## src/rtl/mux_stream_rr.sv

```systemverilog
// Parametrised N-input registered valid/ready stream mux with fixed-select or round-robin arbitration.
// Optional packet lock (in_last/out_last) enabled by defining MUX_STREAM_LOCK_EN.
module mux_stream_rr #(
  parameter int WIDTH  = 32,
  parameter int NUM_IN = 4,
  parameter int SEL_W  = 2
) (
  input  logic                      clk,
  input  logic                      rst_n,
  input  logic [NUM_IN*WIDTH-1:0]   in_data,
  input  logic [NUM_IN-1:0]         in_valid,
  output logic [NUM_IN-1:0]         in_ready,
`ifdef MUX_STREAM_LOCK_EN
  input  logic [NUM_IN-1:0]         in_last,
  output logic                      out_last,
`endif
  input  logic                      mode_rr,
  input  logic [SEL_W-1:0]          sel,
  output logic [WIDTH-1:0]          out_data,
  output logic [SEL_W-1:0]          out_src,
  output logic                      out_valid,
  input  logic                      out_ready
);

  logic [WIDTH-1:0]  r_out_data;
  logic [SEL_W-1:0]  r_out_src;
  logic              r_out_valid;
  logic [SEL_W-1:0]  r_ptr;

  logic              w_load;
  logic              w_xfer;
  logic              w_gnt_vld;
  logic [SEL_W-1:0]  w_gnt;
  logic              w_rr_vld;
  logic [SEL_W-1:0]  w_rr_gnt;
  logic [SEL_W-1:0]  w_rr_idx;
  logic [NUM_IN-1:0] w_in_ready;

`ifdef MUX_STREAM_LOCK_EN
  logic              r_lock;
  logic [SEL_W-1:0]  r_lock_ch;
  logic              r_out_last;
`endif

  assign w_load = !r_out_valid || out_ready;

  // Search starts one past the last RR grant so every channel gets a turn.
  always_comb begin
    w_rr_vld = 1'b0;
    w_rr_gnt = '0;
    w_rr_idx = '0;
    for (int unsigned k = 1; k <= NUM_IN; k++) begin
      w_rr_idx = SEL_W'((32'(r_ptr) + k) % NUM_IN);
      if (!w_rr_vld && in_valid[w_rr_idx]) begin
        w_rr_vld = 1'b1;
        w_rr_gnt = w_rr_idx;
      end
    end
  end

  always_comb begin
    w_gnt     = sel;
    w_gnt_vld = 1'b0;
    if (mode_rr) begin
`ifdef MUX_STREAM_LOCK_EN
      if (r_lock) begin
        w_gnt     = r_lock_ch;
        w_gnt_vld = in_valid[r_lock_ch];
      end else begin
        w_gnt     = w_rr_gnt;
        w_gnt_vld = w_rr_vld;
      end
`else
      w_gnt     = w_rr_gnt;
      w_gnt_vld = w_rr_vld;
`endif
    end else if (32'(sel) < NUM_IN) begin
      w_gnt_vld = in_valid[sel];
    end
  end

  assign w_xfer = w_load && w_gnt_vld;

  always_comb begin
    w_in_ready = '0;
    for (int unsigned i = 0; i < NUM_IN; i++) begin
      w_in_ready[i] = w_xfer && (w_gnt == SEL_W'(i));
    end
  end

  always_ff @(posedge clk or negedge rst_n) begin
    if (!rst_n) begin
      r_out_data  <= '0;
      r_out_src   <= '0;
      r_out_valid <= 1'b0;
      r_ptr       <= SEL_W'(NUM_IN - 1);
    end else begin
      if (w_load) begin
        r_out_valid <= w_gnt_vld;
      end
      if (w_xfer) begin
        r_out_data <= in_data[w_gnt*WIDTH +: WIDTH];
        r_out_src  <= w_gnt;
        if (mode_rr) begin
          r_ptr <= w_gnt;
        end
      end
    end
  end

`ifdef MUX_STREAM_LOCK_EN
  // Lock holds the grant on one channel until its last beat; fixed mode drops it.
  always_ff @(posedge clk or negedge rst_n) begin
    if (!rst_n) begin
      r_lock     <= 1'b0;
      r_lock_ch  <= '0;
      r_out_last <= 1'b0;
    end else begin
      if (w_xfer) begin
        r_out_last <= in_last[w_gnt];
      end
      if (!mode_rr) begin
        r_lock <= 1'b0;
      end else if (w_xfer) begin
        r_lock    <= !in_last[w_gnt];
        r_lock_ch <= w_gnt;
      end
    end
  end

  assign out_last = r_out_last;
`endif

  assign in_ready  = w_in_ready;
  assign out_data  = r_out_data;
  assign out_src   = r_out_src;
  assign out_valid = r_out_valid;

endmodule
```

## config.mk

```make
export PLATFORM = sky130hd
export DESIGN_NAME = mux_stream_rr
export DESIGN_NICKNAME = d
export VERILOG_FILES = /design/src/rtl/mux_stream_rr.sv
export SDC_FILE = /design/constraint.sdc
export NUM_CORES = 1
export LEC_CHECK = 0
export BUFFER_PORTS_ARGS = -buffer_cell sky130_fd_sc_hd__buf_2
export CORE_MARGIN = 2
export CORE_UTILIZATION = 39
export DETAILED_ROUTE_END_ITERATION = 7
export PLACE_DENSITY_LB_ADDON = 0.3
export SYNTH_ARGS = -nofsm -noshare
export SYNTH_HDL_FRONTEND = slang
export SYNTH_SLANG_ARGS = --single-unit
export TNS_END_PERCENT = 1
```

## constraint.sdc

```tcl
create_clock -name clk -period 1.84 [get_ports clk]
set_input_delay 0.092 -clock clk [delete_from_list [all_inputs] [get_ports clk]]
set_output_delay 0.092 -clock clk [all_outputs]
set_load 0.01 [all_outputs]
```

[After elaboration in Yosys (flattened, before gate mapping)]
Index checks and enable logic that the tools add are counted.
Cells by class
  reduce and logical (&&, ||, !) cells: 15
  $add $sub $neg: 4
  equality and inequality tests: 3
  multiply operators: 0
  div/mod/pow operators: 0
  muxes and demuxes: 20
  bitwise gates (word level): 0
  shifts and indexed selects: 1
  magnitude comparators: 5
Operators with widths (number)
  $shiftx 128x8->32: 1
  $lt 2x3->1 const B: 5
  $bmux 1 s2: 5
  $mux 1: 10
  $mux 2: 5
  $logic_and 1x1->1: 8
  $add 2x1->2 const B: 2
  $add 2x2->2 const B: 2
  $eq 2x2->1 const B: 2
  $logic_not 1->1: 4
  $eq 2x1->1 const B: 1
  $logic_not 2->1: 1
  $reduce_and 2->1: 1
  $logic_or 1x1->1: 1
Storage, ports and cells
  word-level logic and storage cells: 52
  memories: 0
  register bits: 37
  memory bits (writable): 0
  latch bits: 0
  memory bits (read-only): 0
  bits of input ports: 138

[Longest topological paths before layout]
  depth in word-level cells: 16
  gate-level depth with buffers: 8

[Least setup slack after synthesis]
Ideal clock, no wire load.
  path kind: register to register
  start: register r_ptr[1]
  end: register r_out_data[0], in the netlist out_data[0]
  cell stages (with the launch flop): 9
  clock period less this slack: 2.040 ns
  slack: -0.200 ns
  data arrival time: 1.963 ns
  required time: 1.763 ns
  path through: dfstp_2 -> nand2b_1 -> a21oi_1 -> or3_1 -> a31o_1 -> buf_6 -> buf_12 -> mux2_4 -> o21ai_1
Between the ends
  word-level cells in the longest chain between the ends: 15
  elaborated cells on any way between the ends: 30
  classes of those cells: 4 x add/sub; 1 x shift; 18 x mux; 7 x reduce/logical
Ends and longest elaborated chain
  start, declared: line 28  | logic [SEL_W-1:0] r_ptr;
  start signal, assigned: line 96  | r_ptr <= SEL_W'(NUM_IN - 1);
  start signal, assigned: line 105  | r_ptr <= w_gnt;
  $add 2x1->2: line 53  | w_rr_idx = SEL_W'((32'(r_ptr) + k) % NUM_IN);
  $bmux 1 s2: line 54  | if (!w_rr_vld && in_valid[w_rr_idx]) begin
  $mux 1 (implied by the code): line 54
  $mux 1: line 54
  $logic_not 1->1: line 54
  $logic_and 1x1->1: line 54
  $mux 1: line 54
  $logic_not 1->1: line 54
  $logic_and 1x1->1: line 54
  $mux 1: line 54
  $logic_not 1->1: line 54
  $logic_and 1x1->1: line 54
  $mux 2 / $mux 1 (equally long branches): line 54
  $mux 2 / $mux 1 (equally long branches): line 64  | if (mode_rr) begin
  $shiftx 128x8->32 / $logic_and 1x1->1 (equally long branches): line 102, 82
  end signal, assigned: line 102  | r_out_data <= in_data[w_gnt*WIDTH +: WIDTH];
  end, declared: line 25  | logic [WIDTH-1:0] r_out_data;
Several ways; a longest one is shown, not always the timed one. The select of a mux whose other input is x is not followed.
A chain may end at the register's enable or synchronous reset.

[Final worst setup path]
  start: register r_ptr[1]
  end: register r_out_data[5], in the netlist out_data[5]
Same word-level chain as after synthesis.

==> impl_metrics.yaml <==
power_and_ir_drop:
  powerDensity_nw_per_um2: 946
  cellLeakagePower_nw: 2.38
  ir_worst_vdd_mv: 0.507
  power_mw: 4.10
worst_setup_path:
  crit_type: "flip-flop to flip-flop"
  worstPathArrival_ns: 2.39
  start_kind: "flip-flop"
  crit_chain: "buf_6, nand2_4, a31oi_4, buf_6, a31oi_4, buf_6, buf_12, buf_8, mux2i_4, mux2_4, o21ai_2"
  crit_path_frequent_cell: "buf_6"
  critPathSlowestCell: "dfstp_2"
  worstPathMaxFanout: 7
  cp-end-kind: "flip-flop"
  cpPeakStageDelay_ns: 0.57
  cp_data_required_time_ns: 2.05
logic_synthesis:
  synth_top_family_by_area: "multiplexers"
  synth.mux.area_fraction_pct: 40.4
  ys_types: 33
  ys_ff_latch: 37
  yosysWarnings: 0
  synthArstFlopShare_pct: 100
  synthSimpleGateAreaFrac_pct: 9.52
  synth_area_leaders: "dfrtp_1 32%, mux2i_1 24%, mux2_4 14%"
  synth_area_per_cell_sq_um: 10.4
  synthAdderAreaFrac_pct: 0
  synth.net_count: 401
  yosysTopAreaCellShare_pct: 32.0
  yosysTopAreaCell: "dfrtp_1"
  syn_inst: 263
  synthesis.area_sq_um: 2730
  synth.most_common_cell: "mux2i_1"
  synth-edff-count: 0
  yosysSeqAreaShare_pct: 34.0
  synth_xor_area_share_pct: 0
  synthTopCellsByCount: "65 x mux2i_1, 41 x nand2_1, 35 x dfrtp_1, 25 x mux2_4, 20 x o21ai_1"
  yosys_most_used_dff: "dfrtp_1"
  synth_compound_area_share_pct: 10.4
timing:
  hold_violations: 0
  period_share_pct: 118
  tns_ns: -9.64
  fmax_mhz: 459
  tightest_slew_ns: 0.328
  slew_violations: 0
  setup_viol: 37
  fin_ws_ns: -0.339
  skew_ns: 0.00377
  slew-limit-headroom_pct: 78.1
  fin_crit_ns: 2.18
  grt_setup_unrepaired: "true"
  hold_slack_ns: 0.0874
detailed_routing:
  top_layer: "met4"
  drc_errors: 0
  wl_met3_microns: 484
  drt_iter0_markers: 81
  route.layer.met1.wl_microns: 3070
  wl_microns: 7510
  ant_nets: 0
  wl_met2_microns: 3870
  wl_per_cell_microns: 13.5
  vias: 2680
  dr.pass1.iters: 4
  via_per_inst: 4.80
grt:
  grt-ovfl-total: 0
  grt_usage_pct: 18.3
  antenna_found_initial: 0
  grt_max_degree: 44
  grt_pass1_wl_microns: 11100
  grt_pass1_vias: 2490
placed_design:
  placedCellCount: 530
  gp_congestion: 0.864
  place_ws_ns: -0.248
  post-dp-hpwl_microns: 5270
  place_area_sq_um: 3800
  io_buffers: 176
layout:
  final_cell_area_sq_um: 4340
  drive_gt1_share_pct: 62.1
  post-route-util_pct: 63.8
  fin_nets: 599
  n_antenna_cell: 0
  syn_to_final_growth_pct: 58.6
  final_cells: 558
run_status:
  violations: "setup timing"
  status: "finished, violations left"
floorplanning:
  initial_core_util_pct: 40.2
  rows: 30
  ios: 177
  dieArea_sq_um: 7700
  die_w_microns: 87.7
  coreArea_sq_um: 6790
  fp.dieH_microns: 87.7
cts:
  ctsRootBufferMaster: "clkbuf_8"
  clkSinkCount: 37
  clk_pin_slew_ns: 0.07
  htree_levels: 2
  cts_made_buffers: 5
  tritoncts: "yes"
  insertion_delay_ns: 0.28
  cts_buffer_depth: 2
min_path:
  worstHoldPathType: "primary input to flip-flop"
run:
  max_cap_violations: 0
==> power breakdown <==
group | switching (mW) | total [mW] | internal (mW)
combinational | 1.03 | 2.36 | 1.33
sequential | 0.138 | 1.20 | 1.06
clock | 0.272 | 0.541 | 0.269
total | 1.44 | 4.10 | 2.66
==> path summary, 6_finish.rpt <==
kind                             start  slack, ns          end  depth (start not counted)
max in group asynchronous        rst_n       1.27     r_ptr[1]                          3
min in group asynchronous        rst_n       0.31  out_data[0]                          3
max                           r_ptr[1]      -0.34  out_data[5]                         11
min reg2reg                out_data[3]       0.48  out_data[3]                          2
min                          out_ready       0.09    out_valid                          3
max reg2reg                   r_ptr[1]      -0.34  out_data[5]                         11
==> cells in the final DEF, fill, tap and decap left out, types with 2 or more instances in the layout <==
cell type    n
a31oi_4      2
buf_12       8
buf_16       2
buf_2      175
buf_4       13
buf_6        8
clkbuf_1     3
clkbuf_8     5
dfrtp_1     35
dfstp_2      2
inv_1        4
mux2_2       5
mux2_4      27
mux2i_1     63
nand2_1     40
nand2b_4     2
nand3_1      3
nor2_1       5
nor2b_1      2
o211ai_1     2
o21ai_1     12
o21ai_2     21
==> layout make-up <==
type                    count  area (sq um)
clock buffers               8          80.1
fillers                   599          2460
repair buffers            210          1360
multi-input cells         202          1830
well taps                  96           120
flip-flops and latches     37           928
inverters                   5          18.8
==> registers in the layout, indices dropped and copies added, names as in the netlist <==
name	flops
out_data	32
out_src	2
out_valid	1
r_ptr	2
==> repair_timing <==
action	CTS	global route
cloned	3	1
pin swaps	4	5
setup endpoints to repair	37	38
setup buffers	11	4
hold buffers	1	0
resized for setup	22	33
hold endpoints to repair	35	0
==> critical path, delay by kind of cell (launching register included) <==
kind / cells / cell delay (ns)
flip-flops: 1 / 0.57
buffers and inverters: 5 / 0.67
AO/OA/AOI/OAI: 3 / 0.37
AND/OR/NAND/NOR: 1 / 0.05
multiplexers: 2 / 0.44
==> cell families (layout without fill, tap and decap cells) <==
logic type	Yosys count	in the layout
AOI/OAI and AO/OA	44	44
buffers and inverters	24	223
DFF	37	37
muxes	97	97
and+or+nand+nor	61	61
==> routing by layer <==
| layer | vias to the layer above | GRT usage (%) |
|---|---|---|
| met3 | 12 | 3.39 |
| met2 | 115 | 33.4 |
| met1 | 1217 | 21.9 |
| li1 | 1336 | - |
| met4 | 0 | 5.17 |
| met5 | - | 0 |
(Power assumes the default switching activity.)
